===== src/rtl/cpu_isa_pkg.sv =====
// Shared ISA definitions for the 8-bit RISC core: opcodes, execute hold lengths
// and the fetch sequencer state encoding.
package cpu_isa_pkg;

  localparam int ISA_OP_W = 3;
  localparam int HOLD_W   = 3;

  localparam logic [ISA_OP_W-1:0] OP_HLT = 3'd0;
  localparam logic [ISA_OP_W-1:0] OP_SKZ = 3'd1;
  localparam logic [ISA_OP_W-1:0] OP_ADD = 3'd2;
  localparam logic [ISA_OP_W-1:0] OP_AND = 3'd3;
  localparam logic [ISA_OP_W-1:0] OP_XOR = 3'd4;
  localparam logic [ISA_OP_W-1:0] OP_LDA = 3'd5;
  localparam logic [ISA_OP_W-1:0] OP_STO = 3'd6;
  localparam logic [ISA_OP_W-1:0] OP_JMP = 3'd7;

  typedef enum logic [2:0] {
    ST_IDLE   = 3'd0,
    ST_FETCH  = 3'd1,
    ST_DECODE = 3'd2,
    ST_EXEC   = 3'd3,
    ST_HALT   = 3'd4
  } fsm_state_t;

  // Number of EXEC cycles following DECODE; HLT never enters EXEC.
  function automatic logic [HOLD_W-1:0] hold_cycles(input logic [ISA_OP_W-1:0] opcode);
    logic [HOLD_W-1:0] n;
    case (opcode)
      OP_HLT:  n = 3'd0;
      OP_SKZ:  n = 3'd3;
      OP_STO:  n = 3'd4;
      OP_JMP:  n = 3'd3;
      default: n = 3'd5;
    endcase
    return n;
  endfunction

endpackage


===== src/rtl/instr_hold_counter.sv =====
// Execute-phase hold counter: loaded in DECODE, counts down to zero and flags
// the final EXEC cycle (count == 1).
module instr_hold_counter
  import cpu_isa_pkg::*;
(
  input  logic              clk,
  input  logic              rst_n,
  input  logic              load,
  input  logic [HOLD_W-1:0] load_val,
  output logic              last
);

  logic [HOLD_W-1:0] count;

  always_ff @(posedge clk or negedge rst_n) begin
    if (!rst_n) begin
      count <= '0;
    end else if (load) begin
      count <= load_val;
    end else if (count != '0) begin
      count <= count - 1'b1;
    end
  end

  assign last = (count == HOLD_W'(1));

endmodule


===== src/rtl/instr_fetch_seq.sv =====
// Instruction fetch/issue sequencer: owns the PC, fetches one instruction byte,
// issues opcode/address downstream and holds for the opcode's execute length.
module instr_fetch_seq
  import cpu_isa_pkg::*;
#(
  parameter int              PC_W     = 5,
  parameter int              OP_W     = 3,
  parameter int              DATA_W   = 8,
  parameter logic [PC_W-1:0] START_PC = '0
) (
  input  logic              clk,
  input  logic              rst_n,
  input  logic [DATA_W-1:0] mem_rdata,
  input  logic              zero_in,
  input  logic              go,
  output logic              mem_rd,
  output logic [PC_W-1:0]   mem_addr,
  output logic              op_valid,
  output logic [OP_W-1:0]   op_code,
  output logic [PC_W-1:0]   op_addr,
  output logic              busy,
  output logic              halted
);

  fsm_state_t      state;
  fsm_state_t      state_nxt;
  logic [PC_W-1:0] pc;
  logic [OP_W-1:0] dec_op;
  logic [PC_W-1:0] dec_addr;
  logic            hold_last;

  // mem_rdata is only meaningful in DECODE (synchronous read issued in FETCH).
  assign dec_op   = mem_rdata[DATA_W-1 -: OP_W];
  assign dec_addr = mem_rdata[PC_W-1:0];
  assign mem_addr = pc;

  instr_hold_counter u_hold (
    .clk      (clk),
    .rst_n    (rst_n),
    .load     (state == ST_DECODE),
    .load_val (hold_cycles(dec_op)),
    .last     (hold_last)
  );

  always_comb begin
    state_nxt = state;
    case (state)
      ST_IDLE:   state_nxt = ST_FETCH;
      ST_FETCH:  state_nxt = ST_DECODE;
      ST_DECODE: state_nxt = (dec_op == OP_HLT) ? ST_HALT : ST_EXEC;
      ST_EXEC:   if (hold_last) state_nxt = ST_FETCH;
      ST_HALT:   if (go) state_nxt = ST_FETCH;
      default:   state_nxt = ST_IDLE;
    endcase
  end

  // Outputs are registered from the next state so they line up with the state they describe.
  always_ff @(posedge clk or negedge rst_n) begin
    if (!rst_n) begin
      state    <= ST_IDLE;
      pc       <= START_PC;
      mem_rd   <= 1'b0;
      op_valid <= 1'b0;
      op_code  <= '0;
      op_addr  <= '0;
      busy     <= 1'b0;
      halted   <= 1'b0;
    end else begin
      state    <= state_nxt;
      mem_rd   <= (state_nxt == ST_FETCH);
      busy     <= (state_nxt == ST_FETCH) || (state_nxt == ST_DECODE) || (state_nxt == ST_EXEC);
      halted   <= (state_nxt == ST_HALT);
      op_valid <= 1'b0;
      if (state == ST_DECODE) begin
        op_code  <= dec_op;
        op_addr  <= dec_addr;
        op_valid <= 1'b1;
        pc       <= (dec_op == OP_JMP) ? dec_addr : pc + 1'b1;
      end
      // SKZ looks at the flag only on its last EXEC cycle; a set flag skips one instruction.
      if (state == ST_EXEC && hold_last && op_code == OP_SKZ && zero_in) begin
        pc <= pc + 1'b1;
      end
    end
  end

endmodule

===== config.mk =====
export PLATFORM = sky130hd
export DESIGN_NAME = instr_fetch_seq
export DESIGN_NICKNAME = d
export VERILOG_FILES = /design/src/rtl/cpu_isa_pkg.sv /design/src/rtl/instr_hold_counter.sv /design/src/rtl/instr_fetch_seq.sv
export SDC_FILE = /design/constraint.sdc
export NUM_CORES = 1
export LEC_CHECK = 0
export CORE_MARGIN = 8
export CORE_UTILIZATION = 39
export DETAILED_ROUTE_END_ITERATION = 12
export GPL_ROUTABILITY_DRIVEN = 1
export PLACE_DENSITY = 0.69
export SLEW_MARGIN = 10
export SYNTH_ARGS = -nofsm -noshare
export SYNTH_HDL_FRONTEND = slang
export SYNTH_HIERARCHICAL = 1
export SYNTH_SLANG_ARGS = --single-unit

===== constraint.sdc =====
create_clock -name clk -period 4.4 [get_ports clk]
set_clock_uncertainty 0.1 [all_clocks]
set_input_delay 0.88 -clock clk [delete_from_list [all_inputs] [get_ports clk]]
set_output_delay 0.88 -clock clk [all_outputs]
set_load 0.05 [all_outputs]

==> results.md <==
| Step | Result | This run |
| --- | --- | --- |
| global routing | Total gr overflow | 0 |
| logic synthesis | Synthesized netlist net count | 122 |
| sta | Relative slew slack | 32.1% |
| cts | Setup bufs post-CTS | 0 |
| placed design | Post-DP HPWL | 2050 um |
| floorplanning | Die extent in x | 72.2 um |
| floorplanning | # rows | 20 |
| logic synthesis | Most common flop cell mapped by yosys | dfrtp_1 |
| logic synthesis | Ranking of synthesized cells by area | dfrtp_1, mux2_1, ha_1 |
| cts | Number of gates resized after CTS | 0 |
| logic synthesis | Number of enable flip-flop cells after synthesis | 0 |
| cells and area | Fraction of layout cells with a size suffix above 1 | 8.21% |
| min path | Worst Min Path Start | op_addr[3] |
| logic synthesis | Syn_area_per_cell | 11.6 um^2 |
| floorplanning | Die height | 72.2 um |
| drt | Remaining antenna violation count after routing | 0 |
| sta | Slew of the pin with the lowest slew margin | 1.01 ns |
| setup path | Data arrival at the endpoint of the critical path | 1.60 ns |
| global routing | First-pass GRT wire length | 4610 um |
| run | Count of maximum capacitance violations | 0 |
| global routing | Antenna violations before repair | 0 |
| placed design | Buffers on Ports | 28 |
| sta | Worst Hold Slack | 0.397 ns |
| floorplanning | Die ar. | 5210 um^2 |
| setup path | Maximum cell stage delay along the critical path | 0.85 ns |
| logic synthesis | Proportion of netlist area held by the largest area contributor | 46.7% |
| sta | Final Max Tran Viols | 0 |
| placed design | Final weighted congestion of routability-driven global placement | 0.781 |
| setup path | Worst Path Required | 3.42 ns |
| drt | DRC errors left | 0 |
| cts | Total number of clock tree sinks | 23 |
| cts | CTS tree | done |
| sta | Post-route fraction of the period consumed by the critical path | 58.6% |
| setup path | CP Launch Point | mem_addr[0] |
| sta | Aggregate negative setup slack | 0 ns |
| logic synthesis | Async set or reset register ratio after synthesis | 100% |
| global routing | Number of global-route vias before repair | 959 |
| cts | Clk_lat worst skew | 0.30 ns |
| setup path | Critical path, cell by cell | clkdlybuf4s50_1 |
| setup path | Number of logic stages on the critical path including buffering | 1 |
| logic synthesis | Count of warnings emitted by yosys | 6 |
| power and ir drop | Peak VDD IR | 438 uV |
| logic synthesis | Seq cells post-synth | 23 |
| drt | Number of DRC markers in iteration 0 | 50 |
| logic synthesis | Share of synthesized area occupied by flip-flops and latches | 46.7% |
| sta | Hold Violations, Final | 0 |
| cts | Clock root buffer | clkbuf_4 |
| min path | Worst Hold Path Cells | 1 |
| cts | Cts hold-fix bufs | 0 |
| cells and area | Leading cell type in the layout, fill and taps excluded | clkdlybuf4s50_1 |
| sta | Shortest period the worst path allows | 2.58 ns |
| setup path | Classification of the worst setup path | flip-flop to primary output |
| logic synthesis | Cell count after synthesis | 106 |
| logic synthesis | Cell taking the most area after synthesis | dfrtp_1 |
| floorplanning | Number of I/O pins | 29 |
| power and ir drop | Leakage power total | 0.641 nW |
| logic synthesis | Count of cell types in the netlist | 42 |
| cells and area | Synthesis-to-layout area growth | 26.0% |
| cells and area | Filler instances | 281 |
| cells and area | Fin nets | 151 |
| drt | Total routed wirelength | 2640 um |
| cts | Number of CTS-inserted buffers | 3 |
| floorplanning | Core area | 3030 um^2 |
| sta | Unrepaired setup endpoints after global routing | no |
| power and ir drop | Power per cell area | 746 nW/um^2 |
| cells and area | Ant. Diodes | 0 |
| global routing | Overall Global Routing Usage | 10.8% |
| setup path | Worst Path Buf+Inv | 1 |
| outcome | Result of the run | finished, final reports clean |
| cts | H-tree levels | 1 |
| drt | First-pass detailed-route iteration total | 4 |
| setup path | Cell family with the largest share of critical-path delay | buffers and inverters |
| floorplanning | Initial standard-cell utilization of the core | 40.7% |
| cells and area | Seq. cell area | 576 um^2 |
| setup path | Path depth of the worst reg2reg path | 4 |
| sta | Final setup violation count | 0 |
| setup path | Critical path's slowest cell | clkdlybuf4s50_1 |
| drt | Average vias per placed instance | 5.16 |
| sta | Achievable Freq | 388 MHz |
| cells and area | Total area of multi-input combinational cells | 592 um^2 |
| setup path | Startpoint kind of the worst setup timing path | flip-flop |
| drt | Average wire length per cell after detail routing | 14.8 um |
| setup path | Launch instance of the worst register-to-register path | state[1] |
| drt | Overall via count from detail_route | 918 |
| min path | Worst hold path endpoint | op_addr[3] |
| setup path | Crit. End Element | primary output |
| cells and area | Most used cells in the layout excluding fill and tap cells | clkdlybuf4s50_1, dfrtp_1, mux2_1 |
| global routing | Largest net degree at the start of global routing | 24 |
| logic synthesis | Netlist area before placement | 1230 um^2 |
| cts | Maximum clock path buffer count | 2 |
| setup path | Capture point of the worst reg-to-reg path | mem_addr[4] |
| min path | Class of the tightest hold or removal check | flip-flop to flip-flop |
| setup path | Peak fanout along the critical path | 6 |
| setup path | Slack of the worst reg-to-reg path | 2.20 ns |
| cts | Clock-pin slew on the worst setup and hold paths | 0.12 ns |
[through the flow]
stage / std cells / area (um^2) / utilization [%] / power [W] / worst slack, ns
after CTS: 178 / 1550 / 51.2 / 0.00117 / 1.80
after floorplan: 106 / 1230 / - / 0.000877 / 2.60
after detailed placement: 174 / 1530 / 50.4 / 0.00108 / 1.87
final: 178 / 1550 / 51.2 / 0.00116 / 1.82
after global placement: 174 / 1530 / 50.4 / 0.00105 / 1.93
after global routing: 178 / 1550 / 51.2 / 0.00124 / 1.75
[registers in the layout (all words and copies together), names as in the netlist]
register,count
state,3
busy,1
halted,1
op_code,3
mem_rd,1
u_hold/count,3
op_addr,5
op_valid,1
mem_addr,5
[worst register-to-register path, delay by kind of cell, from the launching register on]
family	cells	cell delay, ns
and+or+nand+nor	2	1.15
DFF	1	0.53
AOI/OAI and AO/OA	2	0.30
[worst max path at each step]
| stage | end |
|---|---|
| final | mem_addr[0] |
| after global routing | mem_addr[0] |
| after CTS | mem_addr[0] |
| after detailed placement | mem_addr[2] |
| after global placement | mem_addr[2] |
| after floorplan | state[0] |
[cell families after synthesis]
family	count (synthesis)	synth area share [%]
flip-flops	23	46.7
adder cells (fa/ha/maj)	4	4.07
XOR/XNOR	1	0.712
buffers and inverters	10	5.18
AO/OA/AOI/OAI	24	15.2
AND/OR/NAND/NOR	35	19.9
multiplexers	9	8.13
[layer usage]
metal  vias to the layer above  global-route usage (%)  wire [um]  part of all wire, %
li1                        451                       -          -                    -
met1                       448                    12.2       1190                   45
met2                        15                    19.1       1310                   50
met3                         4                    3.58        107                  4.1
met4                         0                    2.04         30                  1.1
met5                         -                       0          0                    0
[cell usage after synthesis, types with 2 or more instances]
cell / count
a21oi_1: 3
a221oi_1: 4
a22oi_1: 2
a311oi_1: 2
and2_1: 2
buf_6: 3
dfrtp_1: 23
ha_1: 4
inv_1: 6
mux2_1: 7
nand2_1: 3
nand2b_1: 4
nor2_1: 6
nor2b_1: 5
nor4b_1: 2
o22ai_1: 4
[report_power, final]
part / leakage (nW) / switching (W) / internal (W) / total, W
clock: 0.0150 / 0.0000588 / 0.0000353 / 0.0000941
sequential: 0.271 / 0.0000833 / 0.000301 / 0.000385
combinational: 0.355 / 0.000410 / 0.000269 / 0.000679
[area by class of cell]
cell class                 count  area share [%]
tap                           44            3.55
sequential                    23            37.1
multi-input combinational     73            38.1
inverter                       6            1.45
timing repair buffer          28            18.1
clock buffer                   4            1.69
Note: power is estimated with default switching activity, not from simulation.
